## src/rtl/pipelined_cla_addsub_if.sv

```systemverilog
// Handshake bundle for the pipelined carry-lookahead adder/subtractor.
// The master side is the producer/consumer; the slave side is the adder.
interface pipelined_cla_addsub_if #(
    parameter int WIDTH = 32
);
    logic             in_valid;
    logic             in_ready;
    logic [WIDTH-1:0] in_a;
    logic [WIDTH-1:0] in_b;
    logic             in_sub;
    logic             in_cin;
    logic             out_valid;
    logic             out_ready;
    logic [WIDTH-1:0] out_sum;
    logic             out_cout;
    logic             out_ovf;
    logic             out_zero;

    modport master (
        output in_valid, in_a, in_b, in_sub, in_cin, out_ready,
        input  in_ready, out_valid, out_sum, out_cout, out_ovf, out_zero
    );

    modport slave (
        input  in_valid, in_a, in_b, in_sub, in_cin, out_ready,
        output in_ready, out_valid, out_sum, out_cout, out_ovf, out_zero
    );
endinterface

```

## src/rtl/pipelined_cla_addsub.sv

```systemverilog
// Pipelined add/subtract built from BLOCK-bit carry-lookahead slices.
// One slice per stage; operands skew down the pipe so one op enters per cycle.
module pipelined_cla_addsub #(
    parameter int WIDTH = 32,
    parameter int BLOCK = 8
) (
    input  logic                  i_clk,
    input  logic                  i_rst,
    pipelined_cla_addsub_if.slave bus
);
    localparam int NBLK = WIDTH / BLOCK;

    if (BLOCK < 1 || WIDTH < BLOCK || (WIDTH % BLOCK) != 0) begin : g_bad_param
        $error("WIDTH must be a positive multiple of BLOCK");
    end

    logic             w_adv;
    logic [WIDTH-1:0] w_bp;
    logic             w_c0;
    logic             r_ovf;
    logic             r_zero;

    assign w_bp = bus.in_sub ? ~bus.in_b : bus.in_b;
    assign w_c0 = bus.in_sub | bus.in_cin;

    // Each carry is a flat group generate/propagate term, not a ripple chain.
    function automatic logic [BLOCK:0] cla_carries(
        input logic [BLOCK-1:0] a,
        input logic [BLOCK-1:0] b,
        input logic             ci
    );
        logic [BLOCK-1:0] g;
        logic [BLOCK-1:0] p;
        logic [BLOCK:0]   c;
        logic             gacc;
        logic             pacc;
        g    = a & b;
        p    = a ^ b;
        c    = '0;
        c[0] = ci;
        for (int i = 0; i < BLOCK; i++) begin
            gacc = 1'b0;
            pacc = 1'b1;
            for (int j = i; j >= 0; j--) begin
                gacc = gacc | (pacc & g[j]);
                pacc = pacc & p[j];
            end
            c[i+1] = gacc | (pacc & ci);
        end
        return c;
    endfunction

    for (genvar k = 0; k < NBLK; k++) begin : g_stg
        localparam int LO = k * BLOCK;
        localparam int HI = LO + BLOCK;

        logic [WIDTH-LO-1:0] w_a;
        logic [WIDTH-LO-1:0] w_b;
        logic                w_ci;
        logic                w_vi;
        logic [BLOCK:0]      w_c;
        logic [BLOCK-1:0]    w_s;
        logic [HI-1:0]       w_sum;
        logic                r_v;
        logic                r_co;
        logic [HI-1:0]       r_s;

        assign w_c = cla_carries(w_a[BLOCK-1:0], w_b[BLOCK-1:0], w_ci);
        assign w_s = w_a[BLOCK-1:0] ^ w_b[BLOCK-1:0] ^ w_c[BLOCK-1:0];

        if (k == 0) begin : g_src
            assign w_a   = bus.in_a;
            assign w_b   = w_bp;
            assign w_ci  = w_c0;
            assign w_vi  = bus.in_valid;
            assign w_sum = w_s;
        end else begin : g_src
            assign w_a   = g_stg[k-1].g_fwd.r_a;
            assign w_b   = g_stg[k-1].g_fwd.r_b;
            assign w_ci  = g_stg[k-1].r_co;
            assign w_vi  = g_stg[k-1].r_v;
            assign w_sum = {w_s, g_stg[k-1].r_s};
        end

        always_ff @(posedge i_clk or posedge i_rst) begin
            if (i_rst) begin
                r_v  <= 1'b0;
                r_co <= 1'b0;
                r_s  <= '0;
            end else if (w_adv) begin
                r_v  <= w_vi;
                r_co <= w_c[BLOCK];
                r_s  <= w_sum;
            end
        end

        // Only the not-yet-summed operand slices travel to later stages.
        if (k < NBLK - 1) begin : g_fwd
            logic [WIDTH-HI-1:0] r_a;
            logic [WIDTH-HI-1:0] r_b;

            always_ff @(posedge i_clk or posedge i_rst) begin
                if (i_rst) begin
                    r_a <= '0;
                    r_b <= '0;
                end else if (w_adv) begin
                    r_a <= w_a[WIDTH-LO-1:BLOCK];
                    r_b <= w_b[WIDTH-LO-1:BLOCK];
                end
            end
        end
    end

    always_ff @(posedge i_clk or posedge i_rst) begin
        if (i_rst) begin
            r_ovf  <= 1'b0;
            r_zero <= 1'b1;
        end else if (w_adv) begin
            r_ovf  <= g_stg[NBLK-1].w_c[BLOCK] ^ g_stg[NBLK-1].w_c[BLOCK-1];
            r_zero <= ~|g_stg[NBLK-1].w_sum;
        end
    end

    assign w_adv         = ~g_stg[NBLK-1].r_v | bus.out_ready;
    assign bus.in_ready  = w_adv;
    assign bus.out_valid = g_stg[NBLK-1].r_v;
    assign bus.out_sum   = g_stg[NBLK-1].r_s;
    assign bus.out_cout  = g_stg[NBLK-1].r_co;
    assign bus.out_ovf   = r_ovf;
    assign bus.out_zero  = r_zero;
endmodule
```

## src/flat_wrapper.sv

```systemverilog
// flat-port wrapper written by rule: the top's interface ports become plain ports
module pipelined_cla_addsub_flat 
#(
    parameter int WIDTH = 32,
    parameter int BLOCK = 8
)
  (i_clk, i_rst, bus_in_valid, bus_in_a, bus_in_b, bus_in_sub, bus_in_cin, bus_out_ready, bus_in_ready, bus_out_valid, bus_out_sum, bus_out_cout, bus_out_ovf, bus_out_zero);
  pipelined_cla_addsub_if #(.WIDTH(WIDTH)) bus_i ();
  input  logic i_clk;
  input  logic i_rst;
  input wire logic [$bits(bus_i.in_valid)-1:0] bus_in_valid;
  input wire logic [$bits(bus_i.in_a)-1:0] bus_in_a;
  input wire logic [$bits(bus_i.in_b)-1:0] bus_in_b;
  input wire logic [$bits(bus_i.in_sub)-1:0] bus_in_sub;
  input wire logic [$bits(bus_i.in_cin)-1:0] bus_in_cin;
  input wire logic [$bits(bus_i.out_ready)-1:0] bus_out_ready;
  output wire logic [$bits(bus_i.in_ready)-1:0] bus_in_ready;
  output wire logic [$bits(bus_i.out_valid)-1:0] bus_out_valid;
  output wire logic [$bits(bus_i.out_sum)-1:0] bus_out_sum;
  output wire logic [$bits(bus_i.out_cout)-1:0] bus_out_cout;
  output wire logic [$bits(bus_i.out_ovf)-1:0] bus_out_ovf;
  output wire logic [$bits(bus_i.out_zero)-1:0] bus_out_zero;
  assign bus_i.in_valid = bus_in_valid;
  assign bus_i.in_a = bus_in_a;
  assign bus_i.in_b = bus_in_b;
  assign bus_i.in_sub = bus_in_sub;
  assign bus_i.in_cin = bus_in_cin;
  assign bus_i.out_ready = bus_out_ready;
  assign bus_in_ready = bus_i.in_ready;
  assign bus_out_valid = bus_i.out_valid;
  assign bus_out_sum = bus_i.out_sum;
  assign bus_out_cout = bus_i.out_cout;
  assign bus_out_ovf = bus_i.out_ovf;
  assign bus_out_zero = bus_i.out_zero;
  pipelined_cla_addsub #(.WIDTH(WIDTH), .BLOCK(BLOCK)) u_core (.i_clk(i_clk), .i_rst(i_rst), .bus(bus_i));
endmodule
```

## config.mk

```make
export PLATFORM = sky130hd
export DESIGN_NAME = pipelined_cla_addsub_flat
export DESIGN_NICKNAME = d
export VERILOG_FILES = /design/src/rtl/pipelined_cla_addsub_if.sv /design/src/rtl/pipelined_cla_addsub.sv /design/src/flat_wrapper.sv
export SDC_FILE = /design/constraint.sdc
export NUM_CORES = 1
export LEC_CHECK = 0
export BUFFER_PORTS_ARGS = -buffer_cell sky130_fd_sc_hd__buf_2
export CORE_MARGIN = 4
export CORE_UTILIZATION = 60
export DETAILED_ROUTE_END_ITERATION = 10
export GPL_TIMING_DRIVEN = 0
export HOLD_SLACK_MARGIN = 0.12
export PLACE_DENSITY = 0.83
export SLEW_MARGIN = 20
export SYNTH_ARGS = -nofsm -noshare
export SYNTH_HDL_FRONTEND = slang
export SYNTH_SLANG_ARGS = --single-unit
```

## constraint.sdc

```tcl
create_clock -name i_clk -period 14.52 [get_ports i_clk]
set_clock_uncertainty 0.15 [all_clocks]
set_input_delay 0 -clock i_clk [delete_from_list [all_inputs] [get_ports i_clk]]
set_output_delay 0 -clock i_clk [all_outputs]
set_load 0.01 [all_outputs]
```

==> results.toml <==
[sta]
finalSetupViolCount = 0
maxSlewViolCount = 0
hold_viol_final = 0
slew_headroom_pct = 47.3
fmax_mhz = 322
finalCriticalPeriod_ps = 3100
tns_ps = 0
fin_crit_sh_pct = 21.4
holdWs_ps = 134
grt_setup_unrepaired = "no"
worst_pin_slew_ps = 789

[setup_path]
rrSetupSlack_ps = 11420
crit_path_top_delay_cell = "nor2b_1"
crit_chain = "nor2b_1 > buf_2 > buf_1 > a211oi_2 > dlygate4sd3_1 > a21oi_1"
cp-end-kind = "flop"
cp.required_ps = 14720
timing.rr.end = "u_core.g_stg[0].r_co"
r2r-start = "u_core.bus.out_valid"
cp_max_fo = 10
worstSetupPathType = "flop to flop"
path_buf_inv = 3
cp_top_family = "buffers and inverters"
rr_worst_depth = 6
cp.arrival_ps = 3300
cp-start-kind = "flop"
worst_path_largest_cell_delay_ps = 650

[synthesis]
seq_area_frac_synth_pct = 55.8
synth_area_per_cell_um2 = 9.09
synth-seq-cells = 186
synthDistinctLibCells = 43
syn-num-nets = 1024
syn-cell-area_um2 = 8340
syn_inst = 917
synth_warnings = 0

[floorplanning]
initial_core_util_pct = 62.2
rows = 42
die-area_um2 = 15800
dieHeight_um = 126
core_um2 = 13400
io_pins = 107
die_w_um = 126

[detailed_routing]
drt_pass1_iterations = 6
drt-total-wl_mm = 22.3
viasPerCell = 5.49
via_count = 7194
wl_per_cell_um = 17.0
ant_nets = 0
drc = 0
drt_iter0_drc = 674

[global_routing]
grt_util_all_layers_pct = 28.8
grt_pass1_vias = 7250
grt_pass1_wl_mm = 36.0
grt_max_degree = 77
overflow = 0
grt_antenna_before_repair = 1

[power_and_ir_drop]
peakVddDrop_mv = 0.120
share_seq_of_total_power_pct = 40.0
power_frac_comb_pct = 38.3
p_int_mw = 1.39
pwr-share-clk_pct = 21.7
powerDensity_nw_per_um2 = 215
p_sw_share_pct = 38.8
static-leakage-power_nw = 5.33
p_sw_mw = 0.881

[placement]
globalplace.congestion = 0.869
hpwl_mm = 13.6
io_buffer_count = 105

[hold_path]
min_path_type = "primary input to flop"
worstHoldEndpoint = "u_core.g_stg[0].r_s[6]"
hold_start = "bus_in_b[5]"
whs_path_depth = 6

[job]
maxCapViolCount = 0

[clock_network]
numCtsBuffers = 17
hold_buffers = 78
cts-root-buf = "clkbuf_16"
clk_path_buf_depth = 2
htree_levels = 4
cts_resized = 0
clock_sink_count = 186
clk_latency_ps = 440
tritoncts = "built"
path_clk_slew_ps = 70
post_cts_buffers = 0

[final_layout]
layout_common_cells = "414 x nand2_1, 185 x dfrtp_1, 107 x buf_2, 78 x dlygate4sd3_1, 38 x o21ai_0"
area_growth_pct = 26.6
nFillCells = 821
final_common_cell = "nand2_1"
drive_gt1_share_pct = 13.1
nNetsFinal = 1228

[outcome]
outcome = "finished, final reports clean"
==> how the worst max path moves through the flow <==
| stage | from | endpoint | slack, ps | depth (start not counted) |
|---|---|---|---|---|
| 4_1_cts | u_core.bus.out_valid | u_core.g_stg[0].r_co | 11540 | 6 |
| 6_report | u_core.bus.out_valid | u_core.g_stg[0].r_co | 11420 | 6 |
| 3_3_place_gp | i_rst | u_core.g_stg[0].g_fwd.r_b[20] | 7540 | 2 |
| 3_5_place_dp | u_core.bus.out_valid | u_core.g_stg[1].g_fwd.r_b[3] | 11810 | 6 |
| 5_1_grt | u_core.bus.out_valid | u_core.g_stg[0].r_s[2] | 11450 | 6 |
| 2_1_floorplan | i_rst | u_core.bus.out_cout | 9310 | 1 |
==> registers in the layout (all words and copies together), names as in the netlist <==
register / flops
u_core.bus.out_ovf: 1
u_core.g_stg.g_fwd.r_a: 48
u_core.bus.out_sum: 32
u_core.g_stg.r_s: 48
u_core.bus.out_valid: 1
u_core.bus.out_cout: 1
u_core.g_stg.g_fwd.r_b: 48
u_core.g_stg.r_v: 3
u_core.g_stg.r_co: 3
u_core.bus.out_zero: 1
==> logic make-up after synthesis <==
family	after synthesis	synth area share, %
XOR/XNOR	55	5.78
AND/OR/NAND/NOR	484	22.7
flip-flops	186	55.8
AO/OA/AOI/OAI	99	7.13
adder cells (fa/ha/maj)	37	5.91
buffers and inverters	56	2.64
==> power groups by stage <==
stage	Combinational [mW]	Clock, mW	Sequential [mW]
floorplan	0.556	0	0.885
global placement	0.769	0	0.895
detailed placement	0.806	0	0.903
CTS	0.846	0.491	0.899
global route	0.961	0.518	0.932
finish	0.870	0.493	0.909
==> metrics by stage <==
| stage | power, mW | utilization, % | instance area, um^2 | setup WS [ps] | instances |
|---|---|---|---|---|---|
| finish | 2.27 | 78.8 | 10600 | 11420 | 1311 |
| floorplan | 1.44 | - | 8340 | 9310 | 917 |
| global placement | 1.66 | 67.8 | 9080 | 7540 | 1198 |
| global route | 2.41 | 78.8 | 10600 | 11450 | 1311 |
| detailed placement | 1.71 | 68.3 | 9150 | 11810 | 1200 |
| CTS | 2.24 | 78.8 | 10600 | 11540 | 1310 |
==> tightest hold or removal path: stages <==
cell and delay (ps):
buf_2 80, xor2_1 140, ha_1 180, a21oi_1 60, xor2_1 130, a21oi_1 80
==> final cells by class <==
class | count | area [um^2] | area share (%)
flip-flops and latches | 186 | 4660 | 44.1
multi-input cells | 675 | 3460 | 32.8
repair buffers | 185 | 1360 | 12.9
clock buffers | 20 | 457 | 4.33
well taps | 176 | 220 | 2.09
plain buffers | 44 | 175 | 1.66
clock inverters | 12 | 171 | 1.62
inverters | 12 | 52.6 | 0.498
diodes | 1 | 2.50 | 0.0237
==> routing by layer <==
metal	vias to the layer above	wire (um)	track usage, %
met3	95	1730	5.97
li1	3336	-	-
met4	0	1120	14.1
met1	3416	8690	36.1
met2	347	10800	48.2
met5	-	0	0
==> Yosys cell counts, drive strengths merged <==
master | number | area share [%]
a211oi | 1 | 0.15
and3 | 2 | 0.15
and2 | 2 | 0.15
a31o | 1 | 0.11
nand3 | 3 | 0.18
o211ai | 5 | 0.51
a22oi | 1 | 0.090
a21o | 5 | 0.45
xnor2 | 31 | 3.3
or2 | 1 | 0.075
clkbuf | 33 | 1.5
inv | 12 | 0.54
o2111ai | 2 | 0.21
nand4 | 4 | 0.30
buf | 11 | 0.62
nor2b | 4 | 0.30
nand2b | 4 | 0.30
o21ai | 38 | 2.3
nor4 | 5 | 0.38
o41a | 1 | 0.14
a41o | 1 | 0.12
fa | 4 | 0.96
or3 | 1 | 0.075
nor3 | 8 | 0.48
and4b | 1 | 0.12
a21boi | 3 | 0.32
dfstp | 1 | 0.32
nand2 | 414 | 19
o31a | 2 | 0.21
o31ai | 4 | 0.36
a21oi | 31 | 1.9
ha | 33 | 5.0
a31oi | 2 | 0.15
dfrtp | 185 | 56
xor2 | 24 | 2.5
nor2 | 35 | 1.6
o21a | 2 | 0.18
(Power assumes the default switching activity.)
